`src/rtl/data_cal_seq.sv`:
```
// data_cal_seq: lane-sum unit, adds field 0 of a captured word to a chosen
// field, either on single requests or as a sweep over fields 1..LANES-1.
// Ports: clk, rst (async, active-low), d (LANES*LANE_W data word),
//   load (capture d), req + sel (single sum), start (launch sweep),
//   out (LANE_W+1 registered sum), validout, last (final sweep result),
//   busy (sweep in progress, commands ignored).
// Option DATA_CAL_SAT_EN: sums clamp at 2^LANE_W-1 and a sticky
//   sat_seen output (cleared only by load) flags any clamp.
module data_cal_seq #(
  parameter int LANES  = 4,
  parameter int LANE_W = 4
) (
  input  logic                    clk,
  input  logic                    rst,
  input  logic [LANES*LANE_W-1:0] d,
  input  logic                    load,
  input  logic                    req,
  input  logic [$clog2(LANES)-1:0] sel,
  input  logic                    start,
  output logic [LANE_W:0]         out,
  output logic                    validout,
  output logic                    last,
  output logic                    busy
`ifdef DATA_CAL_SAT_EN
  ,
  output logic                    sat_seen
`endif
);

  localparam int SEL_W = $clog2(LANES);
  localparam int NSEL  = 1 << SEL_W;
  // Bit k set when sel=k names a real field other than field 0.
  localparam logic [NSEL-1:0] SEL_MASK = NSEL'((1 << LANES) - 2);
  localparam logic [SEL_W-1:0] LAST_IDX = SEL_W'(LANES - 1);

  typedef enum logic {IDLE, SWEEP} state_t;

  state_t                   state;
  logic [SEL_W-1:0]         idx;
  logic [LANES*LANE_W-1:0]  d_reg;

  logic [LANE_W-1:0] lane [LANES];
  logic [SEL_W-1:0]  pick;
  logic [LANE_W:0]   sum_raw;
  logic [LANE_W:0]   sum_out;
  logic              sel_ok;
  logic              sat_hit;

  always_comb begin
    for (int k = 0; k < LANES; k++) begin
      lane[k] = d_reg[k*LANE_W +: LANE_W];
    end
  end

  // One adder serves both paths: sweep index, first sweep field, or sel.
  always_comb begin
    pick = sel;
    if (state == SWEEP) begin
      pick = idx;
    end else if (start) begin
      pick = SEL_W'(1);
    end
  end

  assign sel_ok  = SEL_MASK[sel];
  assign sum_raw = {1'b0, lane[0]} + {1'b0, lane[pick]};

`ifdef DATA_CAL_SAT_EN
  assign sat_hit = sum_raw[LANE_W];
  assign sum_out = sat_hit ? {1'b0, {LANE_W{1'b1}}} : sum_raw;
`else
  assign sat_hit = 1'b0;
  assign sum_out = sum_raw;
`endif

  always_ff @(posedge clk or negedge rst) begin
    if (!rst) begin
      state    <= IDLE;
      idx      <= SEL_W'(1);
      d_reg    <= '0;
      out      <= '0;
      validout <= 1'b0;
      last     <= 1'b0;
      busy     <= 1'b0;
`ifdef DATA_CAL_SAT_EN
      sat_seen <= 1'b0;
`endif
    end else begin
      out      <= '0;
      validout <= 1'b0;
      last     <= 1'b0;
      busy     <= 1'b0;
      unique case (state)
        IDLE: begin
          if (load) begin
            d_reg <= d;
`ifdef DATA_CAL_SAT_EN
            sat_seen <= 1'b0;
`endif
          end else if (start) begin
            // First sweep result leaves on the accepting edge.
            out      <= sum_out;
            validout <= 1'b1;
            busy     <= 1'b1;
`ifdef DATA_CAL_SAT_EN
            if (sat_hit) sat_seen <= 1'b1;
`endif
            if (LANES == 2) begin
              last <= 1'b1;
            end else begin
              state <= SWEEP;
              idx   <= SEL_W'(2);
            end
          end else if (req && sel_ok) begin
            out      <= sum_out;
            validout <= 1'b1;
`ifdef DATA_CAL_SAT_EN
            if (sat_hit) sat_seen <= 1'b1;
`endif
          end
        end
        SWEEP: begin
          out      <= sum_out;
          validout <= 1'b1;
          busy     <= 1'b1;
`ifdef DATA_CAL_SAT_EN
          if (sat_hit) sat_seen <= 1'b1;
`endif
          if (idx == LAST_IDX) begin
            last  <= 1'b1;
            state <= IDLE;
            idx   <= SEL_W'(1);
          end else begin
            idx <= idx + SEL_W'(1);
          end
        end
        default: state <= IDLE;
      endcase
    end
  end

  // Keeps sat_hit referenced when saturation is compiled out.
  logic unused_ok;
  assign unused_ok = sat_hit;

endmodule

```
`config.mk`:
```
export PLATFORM = sky130hd
export DESIGN_NAME = data_cal_seq
export DESIGN_NICKNAME = d
export VERILOG_FILES = /design/src/rtl/data_cal_seq.sv
export SDC_FILE = /design/constraint.sdc
export NUM_CORES = 1
export LEC_CHECK = 0
export CAP_MARGIN = 10
export CORE_ASPECT_RATIO = 1.4
export CORE_UTILIZATION = 44
export CTS_CLUSTER_DIAMETER = 40
export CTS_CLUSTER_SIZE = 24
export DETAILED_ROUTE_END_ITERATION = 10
export DONT_BUFFER_PORTS = 1
export GPL_ROUTABILITY_DRIVEN = 0
export SLEW_MARGIN = 20
export SYNTH_ARGS = -nofsm -noshare
export SYNTH_HDL_FRONTEND = slang
export SYNTH_SLANG_ARGS = --single-unit
```
`constraint.sdc`:
```
create_clock -name clk -period 3 [get_ports clk]
set_input_delay 0.15 -clock clk [delete_from_list [all_inputs] [get_ports clk]]
set_output_delay 0.15 -clock clk [all_outputs]
set_load 0.005 [all_outputs]
```
After elaboration in Yosys (flattened, before gate mapping)
Cells that the tools add are included.

$lt $le $gt $ge: 2. Bitwise logic cells: 2. $add $sub $neg: 2. Equality and inequality tests: 3. Reductions and logical operators: 3. Muxes and demuxes: 26.

Operator list (count): 5-bit two-way mux (3); 2-bit two-way mux (5); 5-bit one-hot mux with 2 select lines (1); 1-bit two-way mux (9); 4-bit binary-select mux with 2-bit select (1); 4-bit two-way mux (2); 1-bit one-hot mux with 2 select lines (3); 4-bit by 4-bit adder with 5-bit output (1); 2-bit inequality test, second input constant (2); 2-bit one-hot mux with 2 select lines (1); 2-bit AND reduction (2); 3-bit greater-or-equal comparator, second input constant (1); 2-bit by 3-bit < comparator with 1-bit output, second input constant (1); 2-bit NOT with 3-bit output (1); 2-bit by 1-bit adder with 2-bit output, second input constant (1); 1-bit binary-select mux with 2-bit select (1); 2-bit equality test, second input constant (1); 1-bit logical AND (1); 1-bit NOT (1).

Output and inout bits: 8. Flip-flop bits (word level): 27.

Logic depth before layout (Yosys ltp)
Gate-level depths: netlist (run 1).

Depth after elaboration: 11. Depth in mapped cells: 9.

Least setup slack after synthesis (run 1)
No wires, ideal clock.

Kind: register to register. From: reg state. To: reg out[4]. Required time: 2861 ps. Cell stages (with the launch flop): 10. Slack: 773 ps. Library setup time: 139 ps. Buffers on the path: 1. Arrival time: 2088 ps. Path through: dfrtp_1 > or3b_1 > buf_6 > a211oi_1 > a32oi_1 > ha_1 > fa_1 > a21o_1 > a21oi_1 > a21oi_1.

Word-level cells in the longest chain between the ends: 10. Elaborated cells between the ends (all ways): 11. Those cells by class: 1 x add/sub; 8 x mux; 2 x bitwise.

Ends and longest elaborated chain: start, declared (RTL line 38) `state_t state;`; start signal, assigned (RTL line 78) `state <= IDLE;`; start signal, assigned (RTL line 111) `state <= SWEEP;`; start signal, assigned (RTL line 131) `state <= IDLE;`; 2-bit two-way mux (RTL line 58) `if (state == SWEEP) begin`; 2-bit NOT with 3-bit output (implied by the code) (RTL line 66) `assign sum_raw = {1'b0, lane[0]} + {1'b0, lane[pick]};`; 4-bit binary-select mux with 2-bit select (RTL line 66); 4-bit two-way mux (implied by the code) (2 in series) (RTL line 66); 4-bit by 4-bit adder with 5-bit output (RTL line 66); 5-bit two-way mux (RTL line 114) `end else if (req && sel_ok) begin`; 5-bit two-way mux (RTL line 100) `end else if (start) begin`; 5-bit two-way mux (RTL line 95) `if (load) begin`; 5-bit one-hot mux with 2 select lines (*) (RTL line 93) `unique case (state)`; end signal, assigned (RTL line 102) `out <= sum_out;`; end signal, assigned (RTL line 115) `out <= sum_out;`; end signal, assigned (RTL line 123) `out <= sum_out;`; end, declared (RTL line 20) `output logic [LANE_W:0] out,`.

Every way passes the cells marked *; elsewhere a longest branch is shown, timed or not. The select of a mux whose other input is x is not followed. A chain may end at the register's enable or synchronous reset.

Final worst setup path (run 1)
Same ends and word-level chain as after synthesis.

==> results of run 1 <==
-- cell families (layout without fill, tap and decap cells) --
group | count (synthesis) | count (layout) | synth area share, %
AO/OA/AOI/OAI | 35 | 35 | 16.97
XOR/XNOR | 1 | 1 | 0.6423
adder cells (fa/ha/maj) | 8 | 8 | 7.890
buffers and inverters | 9 | 11 | 3.853
flip-flops | 27 | 27 | 49.63
multiplexers | 16 | 16 | 13.21
AND/OR/NAND/NOR | 17 | 17 | 7.799
-- final cells by class --
cell class,instances,area (µm²),area share [%]
sequential,27,676.9,46.64
timing repair buffer,2,30.03,2.069
inverter,5,18.77,1.293
multi-input combinational,77,634.4,43.71
clock buffer,4,45.04,3.103
tap,37,46.29,3.190
-- cells in the final DEF (no fill, tap or decap), drive strengths merged, types with 2 or more instances in the layout --
cell type  count
dfrtp         26
mux2          16
o21ai         10
ha             7
a21boi         6
inv            5
a211oi         5
a21oi          5
nand3b         4
a32oi          4
clkbuf         4
nand2          3
nor2           3
and2           2
o21a           2
-- layer usage --
metal / track usage (%) / up-vias / share of wire [%]
li1: - / 417 / -
met5: 0 / - / 0
met1: 18.92 / 420 / 43
met4: 8.824 / 0 / 1.7
met3: 2.444 / 4 / 3.0
met2: 28.47 / 25 / 53
-- power by group through the flow --
stage                     sequential (µW)  combinational, µW  clock [µW]
final                                 693                846         201
after global placement                699                799           0
after floorplan                       650                734           0
after CTS                             695                855         210
after global routing                  726                964         220
after detailed placement              701                835           0
-- through the flow --
stage | util (%) | power [µW]
final | 49.94 | 1739
after global placement | 47.35 | 1497
after floorplan | - | 1385
after detailed placement | 47.35 | 1536
after CTS | 49.94 | 1760
after global routing | 49.94 | 1910
-- final timing paths --
kind,start,endpoint,slack [ps],cells after the start
hold / removal,d[6],d_reg[6]$_DFFE_PN0P_,20,1
setup reg to reg,state$_DFF_PN0_,out[4]$_DFF_PN0_,400,8
min in group asynchronous,rst,idx[1]$_DFFE_PN0P_,300,2
max in group asynchronous,rst,idx[0]$_DFFE_PN1P_,2480,2
setup / recovery,state$_DFF_PN0_,out[4]$_DFF_PN0_,400,8
hold reg to reg,d_reg[12]$_DFFE_PN0P_,d_reg[12]$_DFFE_PN0P_,510,1
-- timing repair --
action                                 4_1_cts  5_1_grt
hold buffers                                 2        0
gates resized for setup                      0        0
endpoints found under the hold margin       27        0
==> flow_summary.yaml, run 1 <==
status:
  status: "finished, final reports clean"
timing:
  tightest_slew_ps: 778.8
  hold-worst-slack_ps: 23.16
  grt_setup_unrepaired: "false"
  final-hold-violation-count: 0
  fin_crit_ps: 2603
  setup-tns-final_ps: 0
  timing.fmax_mhz: 384.2
  slew_headroom_pct: 48.03
  finalCritPeriodShare_pct: 86.77
  finalSetupViolations: 0
  post-route-worst-setup-slack_ps: 396.9
  final-max-slew-violation-count: 0
  worst_clock_skew_ps: 3.767
routing:
  dr.pass1.iters: 4
  wirelength_mm: 2.365
  detailedRoute.firstIterationViolations: 14
  via_count: 866
  post_route_drc: 0
  routed_wire_length_per_instance_um: 15.56
  viasPerCell: 5.697
  antenna_violation_net_count_after_detailed_routing: 0
worst_setup_path:
  critical_path.most_common_cell: "sky130_fd_sc_hd__a21oi_1"
  worst_endpoint_data_arrival_time_ps: 2730
  critical-path-max-stage-delay_ps: 540
  cp_cell_sequence: "or3b_1, a211oi_1, a32oi_1, ha_1, fa_1, a21o_1, a21oi_1, a21oi_1"
  critPathCaptureType: "flip-flop"
  critical_path.startpoint_type: "flip-flop"
  critical_path.n_buffers_inverters: 0
  cp_top_family: "compound AO/OA/AOI/OAI gates"
  crit_fanout: 14
  cp_data_required_time_ps: 3130
  slowest_stage: "sky130_fd_sc_hd__or3b_1"
  path_class: "flip-flop to flip-flop"
place:
  dpl_worst_slack_ps: 481.2
  hpwl_mm: 1.783
  placed_cell_area_um2: 1376
  placed_cells: 146
  buffer_ports.inserted: 0
yosys:
  mappedNetlistArea_um2: 1364
  yosysTopAreaCellShare_pct: 47.71
  synth_cell_types: 29
  synth.yosys.seq_area_share_pct: 49.63
  synth.ff_latch_count: 27
  avgSynthCellArea_um2: 12.07
  post-synth-top-area-cell: "sky130_fd_sc_hd__dfrtp_1"
  synth_enable_flop_cells: 0
  synth_warnings: 0
  synthCells: 113
  yosysMostFrequentCell: "sky130_fd_sc_hd__dfrtp_1"
  syn_nets: 144
  synth_area_leaders: "sky130_fd_sc_hd__dfrtp_1, sky130_fd_sc_hd__mux2_2, sky130_fd_sc_hd__ha_1"
  postSynth.asyncResetShare_pct: 100.0
  synth.cells.most_frequent: "sky130_fd_sc_hd__dfrtp_1, sky130_fd_sc_hd__mux2_2, sky130_fd_sc_hd__o21ai_0"
  synthFlopType: "sky130_fd_sc_hd__dfrtp_1"
cts:
  root_buffer: "sky130_fd_sc_hd__clkbuf_8"
  insertion_delay_ps: 270
  clock_sink_count: 27
  tritoncts: "yes"
  cts.path.max_buffers: 2
  path_clk_slew_ps: 90
  cts_max_level: 1
  cts_setup_buffers: 0
  cts_buffers: 3
global_route:
  global_route_wire_length_before_repair_mm: 3.933
  globalRouteTotalUtil_pct: 16.11
  globalRoute.totalOverflow: 0
  antenna_found_initial: 0
  pin_count_of_the_biggest_net_entering_global_routing: 28
  number_of_global_route_vias_before_repair: 826
pwr:
  power.density_cell_area_nw_per_um2: 1198
  p_leak_uw: 0.0006032
  pwr-share-clk_pct: 11.5
  p_int_uw: 1082
  seq_power_share_pct: 39.8
  total_switching_power_uw: 657.1
  pwr-share-comb_pct: 48.6
  vdd_drop_max_mv: 0.4638
  net_switching_share_of_the_total_power_pct: 37.79
final_layout:
  area.growth.synth_to_final_pct: 6.422
  finalInstanceArea_um2: 1451
  final.fill_count: 265
  fin_nets: 147
  layout-drive-gt1-share_pct: 20.00
  largest_register_ff_count: 16
  antenna_cells_inserted: 0
  finalNonFillerCells: 152
floorplanning:
  row_count: 23
  placeableCoreArea_um2: 2907
  io_pins: 31
  fp.dieW_um: 49.05
  design.die.area_um2: 3329
  die_y_um: 67.88
  starting_density_of_the_core_pct: 46.92
worst_hold_path:
  worst_hold_path_class: "input port to flip-flop"
run:
  maxCapViolCount: 0
Note: power is estimated with default switching activity, not from simulation.
==> inputs of run 2 (changes only) <==
--- a/config.mk
+++ b/config.mk
@@ -5,6 +5,7 @@
 export SDC_FILE = /design/constraint.sdc
 export NUM_CORES = 1
 export LEC_CHECK = 0
+export ABC_AREA = 1
 export CAP_MARGIN = 10
 export CORE_ASPECT_RATIO = 1.4
 export CORE_UTILIZATION = 44
==> flow_summary.yaml, run 2 <==
status:
  status: "finished, final reports clean"
yosys:
  synth_xor_xnor_area_share_pct: 0.6206
  synthFlopType: "sky130_fd_sc_hd__dfrtp_1"
  yosysTopAreaCellShare_pct: 46.10
  post_synth_and_or_nand_nor_area_fraction_pct: 23.58
  syn_nets: 187
  synth.yosys.seq_area_share_pct: 47.96
  postSynth.asyncResetShare_pct: 100.0
  post-synth-top-area-cell: "sky130_fd_sc_hd__dfrtp_1"
  avgSynthCellArea_um2: 9.047
  synth_fa_ha_area_share_pct: 7.624
  synthCells: 156
  synth_mux_area_share_pct: 0
  synth.ff_latch_count: 27
  synth_area_leaders: "sky130_fd_sc_hd__dfrtp_1, sky130_fd_sc_hd__inv_1, sky130_fd_sc_hd__a21oi_1"
  synth_compound_area_share_pct: 9.486
  mappedNetlistArea_um2: 1411
  dominant_combinational_cell_family_by_area_after_synthesis: "simple AND/OR/NAND/NOR gates"
  synth.cells.most_frequent: "sky130_fd_sc_hd__dfrtp_1, sky130_fd_sc_hd__inv_1, sky130_fd_sc_hd__a21oi_1, sky130_fd_sc_hd__nand3_1, sky130_fd_sc_hd__nor2_1"
  synth_warnings: 0
  synth_enable_flop_cells: 0
  synth_cell_types: 24
pwr:
  p_leak_uw: 0.0007699
  power.density_cell_area_nw_per_um2: 1198
  vdd_drop_max_mv: 0.6642
  report.power.total_uw: 1792
timing:
  finalCritPeriodShare_pct: 70.70
  setup-tns-final_ps: 0
  tightest_slew_ps: 432.9
  fin_crit_ps: 2121
  timing.fmax_mhz: 471.5
  slew_headroom_pct: 71.14
  finalSetupViolations: 0
  final-hold-violation-count: 0
  worst_clock_skew_ps: 2.946
  final-max-slew-violation-count: 0
  grt_setup_unrepaired: "false"
routing:
  detailedRoute.firstIterationViolations: 22
  viasPerCell: 4.909
  dr.pass1.iters: 4
  post_route_drc: 0
  wirelength_mm: 2.496
  via_count: 967
  antenna_violation_net_count_after_detailed_routing: 0
  routed_wire_length_per_instance_um: 12.67
final_layout:
  layout-drive-gt1-share_pct: 12.66
  finalInstanceArea_um2: 1496
  final.fill_count: 307
  layout.cells.most_common_list: "sky130_fd_sc_hd__inv_1, sky130_fd_sc_hd__dfrtp_1, sky130_fd_sc_hd__nand3_1, sky130_fd_sc_hd__a21oi_1, sky130_fd_sc_hd__nor2_1"
  largest_register_ff_count: 16
  antenna_cells_inserted: 0
  area.growth.synth_to_final_pct: 6.029
  fin_nets: 190
  utilization_pct: 48.38
  layout.area.seq_um2: 676.9
  combined_area_of_the_multi_input_logic_cells_um2: 583.1
place:
  hpwl_mm: 1.919
  buffer_ports.inserted: 0
  placed_cell_area_um2: 1421
floorplanning:
  design.die.area_um2: 3441
  row_count: 24
  fp.dieW_um: 49.87
  starting_density_of_the_core_pct: 45.63
  io_pins: 31
  placeableCoreArea_um2: 3093
  die_y_um: 69.01
run:
  maxCapViolCount: 0
cts:
  cts_setup_buffers: 0
  cts.path.max_buffers: 2
  root_buffer: "sky130_fd_sc_hd__clkbuf_8"
  tritoncts: "yes"
  path_clk_slew_ps: 90
  count_of_cells_resized_by_post_cts_repair: 0
  ctsHoldBuffers: 2
  clock_sink_count: 27
  cts_max_level: 1
  insertion_delay_ps: 270
  cts_buffers: 3
worst_setup_path:
  slowest_stage: "sky130_fd_sc_hd__dfrtp_1"
  ff2ff_setup_slack_ps: 880
  critical-path-max-stage-delay_ps: 620
  cp_cell_sequence: "nand2_2, nand2_4, nand2_1, nand3_1, nand2_1, ha_1, fa_1, xnor2_1, nor2_2"
  cp_top_family: "flip-flops"
  critical_path.most_common_cell: "sky130_fd_sc_hd__nand2_1"
  critical_path.n_buffers_inverters: 0
  cp_data_required_time_ps: 3170
  path_class: "flip-flop to flip-flop"
  crit_fanout: 9
  critPathCaptureType: "flip-flop"
  critical_path.startpoint_type: "flip-flop"
  worst_endpoint_data_arrival_time_ps: 2290
global_route:
  globalRoute.totalOverflow: 0
  pin_count_of_the_biggest_net_entering_global_routing: 35
  globalRouteTotalUtil_pct: 15.84
  global_route_wire_length_before_repair_mm: 4.146
  antenna_found_initial: 0
  number_of_global_route_vias_before_repair: 1005
worst_hold_path:
  worst_hold_path_class: "input port to flip-flop"
-- run 2: changes by cell type after synthesis, sizes merged, moves of 6 or more --
cell,previous run,this run
mux2,16,0
a21boi,6,0
o21ai,10,1
inv,5,28
a21oi,5,20
nand3,0,20
nand2,3,23
nor2,3,22
-- run 2: logic make-up after synthesis --
family / Yosys count
buffers and inverters: 32
adders and majority gates: 8
AOI/OAI and AO/OA: 23
DFF: 27
and+or+nand+nor: 65
xor gates and xnor gates: 1
-- run 2: final timing paths --
| check | from | to | cells past startpoint |
|---|---|---|---|
| min reg2reg | d_reg[13]$_DFFE_PN0P_ | d_reg[13]$_DFFE_PN0P_ | 2 |
| min in group asynchronous | rst | out[0]$_DFF_PN0_ | 2 |
| max in group asynchronous | rst | idx[0]$_DFFE_PN1P_ | 2 |
| max | state$_DFF_PN0_ | out[2]$_DFF_PN0_ | 9 |
| min | d[15] | d_reg[15]$_DFFE_PN0P_ | 2 |
| max reg2reg | state$_DFF_PN0_ | out[2]$_DFF_PN0_ | 9 |
-- run 2: cell type report --
| cell class | instances | area share (%) |
|---|---|---|
| repair buffers | 2 | 2.007 |
| well taps | 39 | 3.261 |
| inverters | 28 | 7.525 |
| multi-input cells | 97 | 38.96 |
| flip-flops and latches | 27 | 45.23 |
| clock buffers | 4 | 3.010 |
-- run 2: routing by layer --
metal	wire (µm)	vias to the layer above	GRT usage [%]
met4	30	0	4.762
met1	975	450	15.64
met2	1406	18	31.08
li1	-	495	-
met5	0	-	0
met3	84	4	3.532
-- run 2: metrics by stage --
stage                     hold slack, ps  cells  setup WS, ps
final                              34.80    197         879.0
after global routing               30.12    197         744.8
after CTS                          32.66    197         878.5
after detailed placement          -145.0    191         890.6
after global placement            -144.8    191         943.7
after floorplan                   -145.6    156          1120
-- run 2: where the power goes --
group | internal [µW] | switching, µW | total [µW]
Combinational | 377 | 563 | 940
Clock | 95.0 | 107 | 202
Sequential | 551 | 99.9 | 651
==> inputs of run 3 (changes only) <==
==> constraint.sdc (replaced) <==
create_clock -name clk -period 2.14 [get_ports clk]
set_input_delay 0.107 -clock clk [delete_from_list [all_inputs] [get_ports clk]]
set_output_delay 0.107 -clock clk [all_outputs]
set_load 0.005 [all_outputs]
==> flow_summary.yaml, run 3 (synthesis results as in run 2) <==
floorplanning:
  fp.dieW_um: 49.87
  starting_density_of_the_core_pct: 45.63
  placeableCoreArea_um2: 3093
  die_y_um: 69.01
  row_count: 24
  design.die.area_um2: 3441
  io_pins: 31
global_route:
  antenna_found_initial: 0
  number_of_global_route_vias_before_repair: 1048
  pin_count_of_the_biggest_net_entering_global_routing: 35
  globalRouteTotalUtil_pct: 16.70
  globalRoute.totalOverflow: 0
  global_route_wire_length_before_repair_mm: 4.388
final_layout:
  final.fill_count: 291
  layout.cells.most_common_list: "sky130_fd_sc_hd__inv_1, sky130_fd_sc_hd__dfrtp_1, sky130_fd_sc_hd__nand3_1, sky130_fd_sc_hd__a21oi_1, sky130_fd_sc_hd__nor2_1"
  finalInstanceArea_um2: 1644
  layout-drive-gt1-share_pct: 12.14
  area.growth.synth_to_final_pct: 16.49
  fin_nets: 205
  antenna_cells_inserted: 0
  largest_register_ff_count: 16
timing:
  fin_crit_ps: 1988
  finalCritPeriodShare_pct: 92.89
  tightest_slew_ps: 211.4
  worst_clock_skew_ps: 2.233
  setup-tns-final_ps: 0
  grt_setup_unrepaired: "false"
  finalSetupViolations: 0
  slew_headroom_pct: 85.87
  final-max-slew-violation-count: 0
  final-hold-violation-count: 0
  post-route-worst-setup-slack_ps: 152.2
  timing.fmax_mhz: 503.1
routing:
  antenna_violation_net_count_after_detailed_routing: 0
  detailedRoute.firstIterationViolations: 11
  routed_wire_length_per_instance_um: 12.48
  viasPerCell: 4.830
  via_count: 1024
  wirelength_mm: 2.646
  post_route_drc: 0
  dr.pass1.iters: 5
cts:
  cts_setup_buffers: 0
  insertion_delay_ps: 270
  cts_max_level: 1
  tritoncts: "yes"
  clock_sink_count: 27
  count_of_cells_resized_by_post_cts_repair: 0
  root_buffer: "sky130_fd_sc_hd__clkbuf_8"
  cts.path.max_buffers: 2
  cts_buffers: 3
  path_clk_slew_ps: 90
status:
  status: "finished, final reports clean"
pwr:
  p_leak_uw: 0.0008332
  vdd_drop_max_mv: 0.8398
  power.density_cell_area_nw_per_um2: 1555
worst_setup_path:
  cp_top_family: "adder cells"
  slowest_stage: "sky130_fd_sc_hd__dfstp_2"
  critPathCaptureType: "flip-flop"
  critical-path-max-stage-delay_ps: 550
  cp_cell_sequence: "inv_1, nand2_2, nand3_1, nand3_1, nand2_1, ha_1, fa_1, xnor2_1, nor2_2"
  crit_fanout: 9
  worst_endpoint_data_arrival_time_ps: 2150
  cp_data_required_time_ps: 2300
  critical_path.startpoint_type: "flip-flop"
  path_class: "flip-flop to flip-flop"
  critical_path.n_buffers_inverters: 1
  critical_path.most_common_cell: "sky130_fd_sc_hd__nand3_1"
place:
  hpwl_mm: 1.912
  buffer_ports.inserted: 0
  dpl_worst_slack_ps: 152.1
  placed_cell_area_um2: 1429
run:
  maxCapViolCount: 0
worst_hold_path:
  worst_hold_path_class: "input port to flip-flop"
[run 3: power by group]
part / switching, µW / internal (µW)
clock network: 154 / 133
registers: 123 / 773
logic: 816 / 558
[run 3: repair_timing]
action / in CTS / in global routing
endpoints found under the setup margin: 0 / 0
endpoints found under the hold margin: 39 / 2
hold buffers: 14 / 2
[run 3: path summary, 6_finish.rpt]
path                            cells past startpoint  slack (ps)             startpoint               endpoint
worst max-delay path                                9         150     idx[0]$_DFFE_PN1P_       out[2]$_DFF_PN0_
worst min-delay path                                2           5                   d[5]   d_reg[5]$_DFFE_PN0P_
worst max register to register                      9         150     idx[0]$_DFFE_PN1P_       out[2]$_DFF_PN0_
worst min register to register                      2         520  d_reg[13]$_DFFE_PN0P_  d_reg[13]$_DFFE_PN0P_
max in group asynchronous                           2        1640                    rst     idx[0]$_DFFE_PN1P_
min in group asynchronous                           2         270                    rst       out[1]$_DFF_PN0_
[run 3: per-layer routing]
layer / GRT usage [%] / vias to the layer above / wire length (µm)
li1: - / 520 / -
met1: 18.93 / 478 / 1051
met2: 30.33 / 22 / 1482
met3: 3.091 / 4 / 76
met4: 5.714 / 0 / 35
met5: 0 / - / 0
[run 3: per-stage QoR]
step           instances  hold WS [ps]  utilization (%)  power (µW)
5_1_grt              212         5.205            53.16        2832
4_1_cts              210        0.2326            52.51        2590
2_1_floorplan        156        -188.6                -        2029
6_report             212         4.792            53.16        2556
3_3_place_gp         192        -188.0            46.20        2207
3_5_place_dp         192        -188.0            46.20        2261
[run 3: layout make-up]
cell class	count	area (µm²)	share of cell area (%)
sequential	27	676.9	41.17
multi-input combinational	97	583.1	35.46
timing repair buffer	17	177.7	10.81
inverter	28	112.6	6.849
tap	39	48.80	2.968
clock buffer	4	45.04	2.740
